[config.mk]
export PLATFORM = sky130hd
export DESIGN_NAME = quad_position_ctrl
export DESIGN_NICKNAME = d
export VERILOG_FILES = /design/src/rtl/quad_position_ctrl.sv
export SDC_FILE = /design/constraint.sdc
export NUM_CORES = 1
export LEC_CHECK = 0
export CORE_MARGIN = 3
export CORE_UTILIZATION = 45
export DETAILED_ROUTE_END_ITERATION = 10
export PLACE_DENSITY_LB_ADDON = 0.12
export SYNTH_ARGS = -nofsm -noshare
export SYNTH_HDL_FRONTEND = slang
export SYNTH_SLANG_ARGS = --single-unit
[constraint.sdc]
create_clock -name clock -period 7.5 [get_ports clock]
set_input_delay 1.875 -clock clock [delete_from_list [all_inputs] [get_ports clock]]
set_output_delay 1.875 -clock clock [all_outputs]
set_load 0.02 [all_outputs]
[src/rtl/quad_position_ctrl.sv]
// Position/velocity/homing controller layered on quad_encoder: integrates pulse/direction into
// a signed position, measures windowed velocity, checks soft limits and runs the homing sequence.
module quad_position_ctrl #(
   parameter int SAMPLING_WIDTH = 16,
   parameter int POS_WIDTH      = 32,
   parameter int VEL_WIDTH      = 16,
   parameter int WINDOW_WIDTH   = 24
) (
   input  logic                      clock,
   input  logic                      srst,
   input  logic [SAMPLING_WIDTH-1:0] cfg_sampling,
   input  logic                      cfg_load,
   output logic [SAMPLING_WIDTH-1:0] sampling,
   input  logic                      pulse,
   input  logic                      direction,
   input  logic                      index,
   input  logic                      preset_valid,
   input  logic [POS_WIDTH-1:0]      preset_value,
   output logic [POS_WIDTH-1:0]      position,
   input  logic [WINDOW_WIDTH-1:0]   window,
   output logic [VEL_WIDTH-1:0]      velocity,
   output logic                      velocity_valid,
   input  logic [POS_WIDTH-1:0]      limit_hi,
   input  logic [POS_WIDTH-1:0]      limit_lo,
   output logic                      limit_hit,
   input  logic                      home_start,
   input  logic                      home_dir,
   input  logic                      home_abort,
   input  logic [WINDOW_WIDTH-1:0]   home_timeout,
   output logic                      move_req,
   output logic                      move_dir,
   output logic                      home_busy,
   output logic                      home_done,
   output logic                      home_error
);
   localparam logic [1:0] ST_IDLE = 2'd0;
   localparam logic [1:0] ST_SEEK = 2'd1;
   localparam logic [1:0] ST_DONE = 2'd2;
   localparam logic [1:0] ST_FAIL = 2'd3;

   localparam logic [SAMPLING_WIDTH-1:0] SAMP_ONE  = {{(SAMPLING_WIDTH-1){1'b0}}, 1'b1};
   localparam logic [POS_WIDTH-1:0]      POS_ONE   = {{(POS_WIDTH-1){1'b0}}, 1'b1};
   localparam logic [WINDOW_WIDTH-1:0]   WIN_ONE   = {{(WINDOW_WIDTH-1){1'b0}}, 1'b1};
   localparam logic [VEL_WIDTH:0]        VEL_PLUS  = {{VEL_WIDTH{1'b0}}, 1'b1};
   localparam logic [VEL_WIDTH:0]        VEL_MINUS = {(VEL_WIDTH+1){1'b1}};
   localparam logic [VEL_WIDTH-1:0]      VEL_MAX   = {1'b0, {(VEL_WIDTH-1){1'b1}}};
   localparam logic [VEL_WIDTH-1:0]      VEL_MIN   = {1'b1, {(VEL_WIDTH-1){1'b0}}};

   logic [SAMPLING_WIDTH-1:0] sampling_r;
   logic [POS_WIDTH-1:0]      position_r;
   logic [POS_WIDTH-1:0]      position_next_s;
   logic                      index_q_r;
   logic [WINDOW_WIDTH-1:0]   win_len_r;
   logic [WINDOW_WIDTH-1:0]   win_cnt_r;
   logic [WINDOW_WIDTH-1:0]   win_eff_s;
   logic [WINDOW_WIDTH-1:0]   tmo_cnt_r;
   logic [VEL_WIDTH-1:0]      acc_r;
   logic [VEL_WIDTH-1:0]      acc_sum_s;
   logic [VEL_WIDTH-1:0]      velocity_r;
   logic [VEL_WIDTH:0]        acc_wide_s;
   logic [VEL_WIDTH:0]        step_s;
   logic [1:0]                state_r;
   logic                      velocity_valid_r;
   logic                      limit_hit_r;
   logic                      move_req_r;
   logic                      move_dir_r;
   logic                      home_busy_r;
   logic                      home_done_r;
   logic                      home_error_r;
   logic                      index_edge_s;
   logic                      seek_edge_s;
   logic                      win_last_s;
   logic                      limit_next_s;

   // Next position, saturating accumulator sum, window boundary and limit compare.
   always_comb begin
      index_edge_s = index & ~index_q_r;
      seek_edge_s  = index_edge_s & (state_r == ST_SEEK);
      if (seek_edge_s) begin
         position_next_s = '0;
      end else if (preset_valid) begin
         position_next_s = preset_value;
      end else if (pulse) begin
         position_next_s = direction ? (position_r + POS_ONE) : (position_r - POS_ONE);
      end else begin
         position_next_s = position_r;
      end
      if (pulse) begin
         step_s = direction ? VEL_PLUS : VEL_MINUS;
      end else begin
         step_s = '0;
      end
      acc_wide_s = {acc_r[VEL_WIDTH-1], acc_r} + step_s;
      // One guard bit: top two bits differing means the sum left the VEL_WIDTH range.
      if (acc_wide_s[VEL_WIDTH] != acc_wide_s[VEL_WIDTH-1]) begin
         acc_sum_s = acc_wide_s[VEL_WIDTH] ? VEL_MIN : VEL_MAX;
      end else begin
         acc_sum_s = acc_wide_s[VEL_WIDTH-1:0];
      end
      win_eff_s    = (win_len_r == '0) ? WIN_ONE : win_len_r;
      win_last_s   = (win_cnt_r == (win_eff_s - WIN_ONE));
      limit_next_s = ($signed(limit_lo) > $signed(limit_hi))
                   | ($signed(position_r) > $signed(limit_hi))
                   | ($signed(position_r) < $signed(limit_lo));
   end

   // Divider, position, index history and soft-limit flag.
   always_ff @(posedge clock) begin
      if (srst) begin
         sampling_r  <= SAMP_ONE;
         position_r  <= '0;
         index_q_r   <= 1'b0;
         limit_hit_r <= 1'b0;
      end else begin
         if (cfg_load) begin
            sampling_r <= cfg_sampling;
         end
         position_r  <= position_next_s;
         index_q_r   <= index;
         limit_hit_r <= limit_next_s;
      end
   end

   // Velocity window; the window length is re-sampled only at a boundary (and at reset).
   always_ff @(posedge clock) begin
      if (srst) begin
         win_len_r        <= window;
         win_cnt_r        <= '0;
         acc_r            <= '0;
         velocity_r       <= '0;
         velocity_valid_r <= 1'b0;
      end else if (win_last_s) begin
         velocity_r       <= acc_sum_s;
         velocity_valid_r <= 1'b1;
         acc_r            <= '0;
         win_cnt_r        <= '0;
         win_len_r        <= window;
      end else begin
         acc_r            <= acc_sum_s;
         win_cnt_r        <= win_cnt_r + WIN_ONE;
         velocity_valid_r <= 1'b0;
      end
   end

   // Homing sequencer; strobes are raised on the transition into DONE/FAIL.
   always_ff @(posedge clock) begin
      if (srst) begin
         state_r      <= ST_IDLE;
         tmo_cnt_r    <= '0;
         move_req_r   <= 1'b0;
         move_dir_r   <= 1'b0;
         home_busy_r  <= 1'b0;
         home_done_r  <= 1'b0;
         home_error_r <= 1'b0;
      end else begin
         home_done_r  <= 1'b0;
         home_error_r <= 1'b0;
         case (state_r)
            ST_IDLE: begin
               if (home_start) begin
                  state_r     <= ST_SEEK;
                  move_req_r  <= 1'b1;
                  move_dir_r  <= home_dir;
                  home_busy_r <= 1'b1;
                  tmo_cnt_r   <= '0;
               end
            end
            ST_SEEK: begin
               tmo_cnt_r <= tmo_cnt_r + WIN_ONE;
               if (home_abort) begin
                  state_r     <= ST_IDLE;
                  move_req_r  <= 1'b0;
                  home_busy_r <= 1'b0;
               end else if (index_edge_s) begin
                  state_r     <= ST_DONE;
                  move_req_r  <= 1'b0;
                  home_busy_r <= 1'b0;
                  home_done_r <= 1'b1;
               end else if (limit_hit_r
                            | ((tmo_cnt_r == home_timeout) & (home_timeout != '0))) begin
                  state_r      <= ST_FAIL;
                  move_req_r   <= 1'b0;
                  home_busy_r  <= 1'b0;
                  home_error_r <= 1'b1;
               end
            end
            ST_DONE: state_r <= ST_IDLE;
            ST_FAIL: state_r <= ST_IDLE;
            default: state_r <= ST_IDLE;
         endcase
      end
   end

   assign sampling       = sampling_r;
   assign position       = position_r;
   assign velocity       = velocity_r;
   assign velocity_valid = velocity_valid_r;
   assign limit_hit      = limit_hit_r;
   assign move_req       = move_req_r;
   assign move_dir       = move_dir_r;
   assign home_busy      = home_busy_r;
   assign home_done      = home_done_r;
   assign home_error     = home_error_r;
endmodule

* After elaboration in Yosys (flattened, before gate mapping)
Cells that the tools add are included.
Storage, ports and cells: register bits 161, word-level logic and storage cells 80
Operators by class: add/sub/neg operators 6, order comparisons 3, eq/ne operators 8, muxes and demuxes 25, bitwise logic cells 8, reduce and logical (&&, ||, !) cells 15
Operator list (number):
- 24-bit 2-to-1 mux | 4
- 32-bit 2-to-1 mux | 3
- 32-bit greater-than comparator | 2
- 24-bit by 1-bit adder with 24-bit output, second input constant | 2
- 24-bit equality test | 2
- 24-bit one-hot mux with 2 select lines | 1
- 17-bit 2-to-1 mux | 2
- 32-bit by 1-bit adder with 32-bit output, second input constant | 1
- 32-bit < comparator | 1
- 16-bit 2-to-1 mux | 2
- 32-bit by 1-bit subtractor with 32-bit output, second input constant | 1
- 24-bit zero test | 1
- 24-bit nonzero test | 1
- 24-bit by 1-bit subtractor with 24-bit output, second input constant | 1
- 17-bit adder | 1
- 2-bit 2-to-1 mux | 4
- 1-bit 2-to-1 mux | 7
- 2-bit one-hot mux with 3 select lines | 1
- 2-bit AND reduction | 3
- 2-bit nonzero test | 3
- 2-bit OR reduction | 3
- 2-bit equality test, second input constant | 2
- 4-bit by 3-bit != test with 1-bit output, second input constant | 1
- 4-bit OR reduction | 1
- other kinds (10) | 15

* Logic depth before layout (Yosys ltp)
depth after elaboration 7, depth in mapped cells 18, mapped depth without buffers 13

* Worst setup path before layout
Ideal clock, no wire load.
path kind in2reg, from input port pulse, to register velocity_r[12], in the netlist velocity[12], setup time 71 ps, data arrival time 5559 ps, data required time 7429 ps, setup slack 1871 ps, stages on the path 16, cell sequence buf_1 > buf_1 > clkbuf_1 > nand2_1 > inv_1 > ha_1 > a211oi_1 > o21bai_1 > o2111a_1 > o41ai_1 > a311oi_1 > nor2_1 > clkbuf_1 > o21ai_0 > or2_0 > a21oi_1
On the way: cells in the longest elaborated chain, start to end 4, elaborated cells on any way between the ends 5, those cells by class add/sub (1); eq/ne (1); mux (3)
RTL lines:
- from (decl) | line 14 | input logic pulse,
- 17-bit 2-to-1 mux (*) | line 88 | if (pulse) begin
- 17-bit adder (*) | line 93 | acc_wide_s = {acc_r[VEL_WIDTH-1], acc_r} + step_s;
- 16-bit 2-to-1 mux or 1-bit != test (tied branches) | line 96, 95
- 16-bit 2-to-1 mux (*) | line 95 | if (acc_wide_s[VEL_WIDTH] != acc_wide_s[VEL_WIDTH-1]) begin
- to (signal assigned) | line 133 | velocity_r <= acc_sum_s;
- to (decl) | line 59 | logic [VEL_WIDTH-1:0] velocity_r;
Every way passes the cells marked *; elsewhere a longest branch is shown, timed or not. A chain may end at the register's enable or synchronous reset.

* Worst setup path in the final report
from input port direction, to register velocity_r[5], in the netlist velocity[5]
On the way: cells in the longest elaborated chain, start to end 5, elaborated cells on any way between the ends 6, those cells by class add/sub (1); eq/ne (1); mux (4)
RTL lines:
- from (decl) | line 15 | input logic direction,
- 17-bit 2-to-1 mux (*) | line 89 | step_s = direction ? VEL_PLUS : VEL_MINUS;
- 17-bit 2-to-1 mux (*) | line 88
- 17-bit adder (*) | line 93
- 16-bit 2-to-1 mux or 1-bit != test (tied branches) | line 96, 95
- 16-bit 2-to-1 mux (*) | line 95
Marks and branches as above.

==> metrics.md <==
| Metric | Value |
|---|---|
| Outcome | `complete, no violations` |
| Max transition margin | `0.241` |
| Fin cells | `2034` |
| Yosys warning total | `0` |
| Post_cts resized | `0` |
| Worst-Margin Slew | `1110 ps` |
| Detailed-route DRC error count | `0` |
| Post-synth EDFFs | `24` |
| Async SR Flop Fraction | `0` |
| Hold crit path type | `reg -> reg` |
| Main synth FF type | `dfxtp_1` |
| Worst-path maximum fanout | `15` |
| Fin area | `15300 µm²` |
| Via density per instance | `5.66` |
| CP cell instances | `clkdlybuf4s50_1 > inv_1 > nand2_1 > inv_1 > ha_1 > o21ai_0 > a21oi_1 > o31ai_1 > o211ai_1 > o311ai_0 > nor2_1 > o21ai_0 > or2_0 > a21oi_1` |
| Port buffer count | `240` |
| Final net count | `2001` |
| Vias in the first global route | `11000` |
| Synthesized Nets | `1789` |
| DR pass1 iterations | `5` |
| Filler instances | `2342` |
| Remaining antenna violation count | `0` |
| Max VDD drop | `0.123 mV` |
| # IOs | `241` |
| First-pass GRT wire length | `56300 µm` |
| RSZ-0062 raised after global routing | `no` |
| Worst Path Required | `7840 ps` |
| Drt wl/cell | `17.6 µm` |
| CTS tree | `yes` |
| H-tree levels | `4` |
| Syn avg cell area | `8.20 µm²` |
| Post-synthesis cell count | `1473` |
| Aggregate global-route resource usage | `0.241` |
| CTS sink count | `161` |
| Total of max-cap violations | `0` |
| Largest delay share family, worst path | `compound AO/OA/AOI/OAI gates` |
| Design Power | `2.88 mW` |
| Final worst slack | `1870 ps` |
| Area growth syn-to-layout | `27.0%` |
| Final Hold Viols | `0` |
| Top-count cell post-synth | `nor2_1` |
| Share of cells above drive strength 1 | `0.0365` |
| Via count | `11500` |
| Root buffer cell | `clkbuf_16` |
| Width of the die | `170 µm` |
| Peak Freq | `178 MHz` |
| Yosys reg bits | `161` |
| Placed Instances | `2001` |
| Top cell type's share of synthesized area | `0.227` |
| Hold slack final | `450 ps` |
| Chip height | `170 µm` |
| Maximum clock path buffer count | `2` |
| Hold_buf cts | `0` |
| PwrDens | `188 nW/µm²` |
| Post-Route WL | `35800 µm` |
| Synth top cells by count | `nor2_1, ha_1, dfxtp_1` |
| Setup_tns | `0 ps` |
| Post-synthesis sequential area ratio | `0.287` |
| Initial Utilization | `0.461` |
| CP startpoint | `direction` |
| Cells taking the most area after synthesis | `dfxtp_1, ha_1, edfxtp_1, nor2_1, a21oi_1` |
| CTS buffer count | `17` |
| Reg2reg start | `win_len_r[3]` |
| Post-CTS Setup Bufs | `0` |
| Dpl cell area | `14700 µm²` |
| CP Capture Type | `flop` |
| Synth Cell Area | `12100 µm²` |
| GRT overflow | `0` |
| Fin Clk Skew | `11.4 ps` |
| Max stage delay on crit path | `820 ps` |
| Clk Latency, worst-skew pair | `430 ps` |
| Leakage | `6.39 nW` |
| Synth cell types | `69` |
| Max Slew Vio Count | `0` |
| Pre-CTS WS | `1470 ps` |
| CP arrival | `5970 ps` |
| Die area | `28800 µm²` |
| Most area-hungry cell type in the Yosys netlist | `dfxtp_1` |
| Tcrit/Tclk final | `0.750` |
| Largest net degree at the start of global routing | `46` |
| Num rows | `59` |
| Initial DRC Count | `719` |
| Initial antenna violation count | `3` |
| Worst Setup Path Type | `in -> reg` |
| Worst min-delay path startpoint | `velocity[0]` |
| Min cycle time layout | `5630 ps` |
| Buffers plus inverters on the worst setup path | `3` |
| Slowest cell on crit path | `nor2_1` |
| Gpl congestion | `0.944` |
| Final setup fails | `0` |
| Post-Route Utilization | `0.585` |
| Clock Pin Slew Worst Setup and Hold Paths | `60 ps` |
| Startpoint types | `input pin` |
| Detail Placement HPWL | `27600 µm` |
| Core Box Area | `26200 µm²` |
flip-flops by register name, summed over array words and instances, names as in the netlist, 2 cells and up:
register   cells
acc_r         16
position      32
sampling      16
state_r        2
tmo_cnt_r     24
velocity      16
win_cnt_r     24
win_len_r     24
routing by layer:
layer / GRT usage / up-vias / wire length [µm]
met1: 0.307 / 5296 / 15700
met3: 0.0564 / 77 / 2080
met2: 0.394 / 347 / 16700
li1: - / 5781 / -
met5: 0 / - / 37
met4: 0.0967 / 6 / 1310
logic make-up (layout without fill, tap and decap cells):
kind of cell,Yosys count,after routing,share of synthesized area
buf+inv,142,367,0.0481
mux,35,35,0.0295
flops,161,161,0.287
other cells,0,1,0
xor+xnor,113,113,0.0820
fa+ha+maj,147,147,0.153
compound gates,381,381,0.202
simple gates,494,494,0.198
tightest hold or removal path: stages (launching register included):
cell and delay, ps:
dfxtp_1 310, nand2_1 50, a21oi_1 50
cell type report:
class	count	area [µm²]	area share
clock inverter	12	145	0.00947
antenna	1	2.50	0.000163
timing repair buffer	250	2470	0.161
sequential	161	3460	0.226
tap	335	419	0.0273
clock buffer	20	479	0.0313
inverter	85	319	0.0208
multi-input combinational	1170	8030	0.524
layout by cell type, fill, tap and decap left out, types with 8 or more instances in the layout:
| cell | instances |
|---|---|
| a21o_1 | 37 |
| a31oi_1 | 18 |
| nand2_1 | 92 |
| a22oi_1 | 8 |
| xor2_1 | 48 |
| clkdlybuf4s50_1 | 238 |
| edfxtp_1 | 24 |
| xnor2_1 | 65 |
| inv_1 | 85 |
| nor2b_1 | 17 |
| o21ai_0 | 90 |
| clkbuf_16 | 19 |
| nand2b_1 | 17 |
| ha_1 | 144 |
| nor3_1 | 32 |
| nand3_1 | 34 |
| nor4_1 | 23 |
| a211oi_1 | 21 |
| a311oi_1 | 11 |
| a2111oi_0 | 11 |
| nand4_1 | 37 |
| or2_0 | 13 |
| and3_1 | 16 |
| buf_4 | 10 |
| mux2i_1 | 30 |
| dfxtp_1 | 137 |
| o21bai_1 | 8 |
| a21oi_1 | 117 |
| or3_1 | 14 |
| nor2_1 | 171 |
| o211ai_1 | 9 |
path summary, 6_finish.rpt:
check             endpoint  slack (ps)  cells after the start
min reg2reg    velocity[0]         450                      2
max reg2reg  win_len_r[10]        2090                     13
max            velocity[5]        1870                     14
min            velocity[0]         450                      2
power by group:
part           switching, mW  total (mW)  internal, mW
Sequential            0.0710        1.01         0.944
Combinational          0.513       0.929         0.416
Clock                  0.401       0.940         0.539
(Power assumes the default switching activity.)
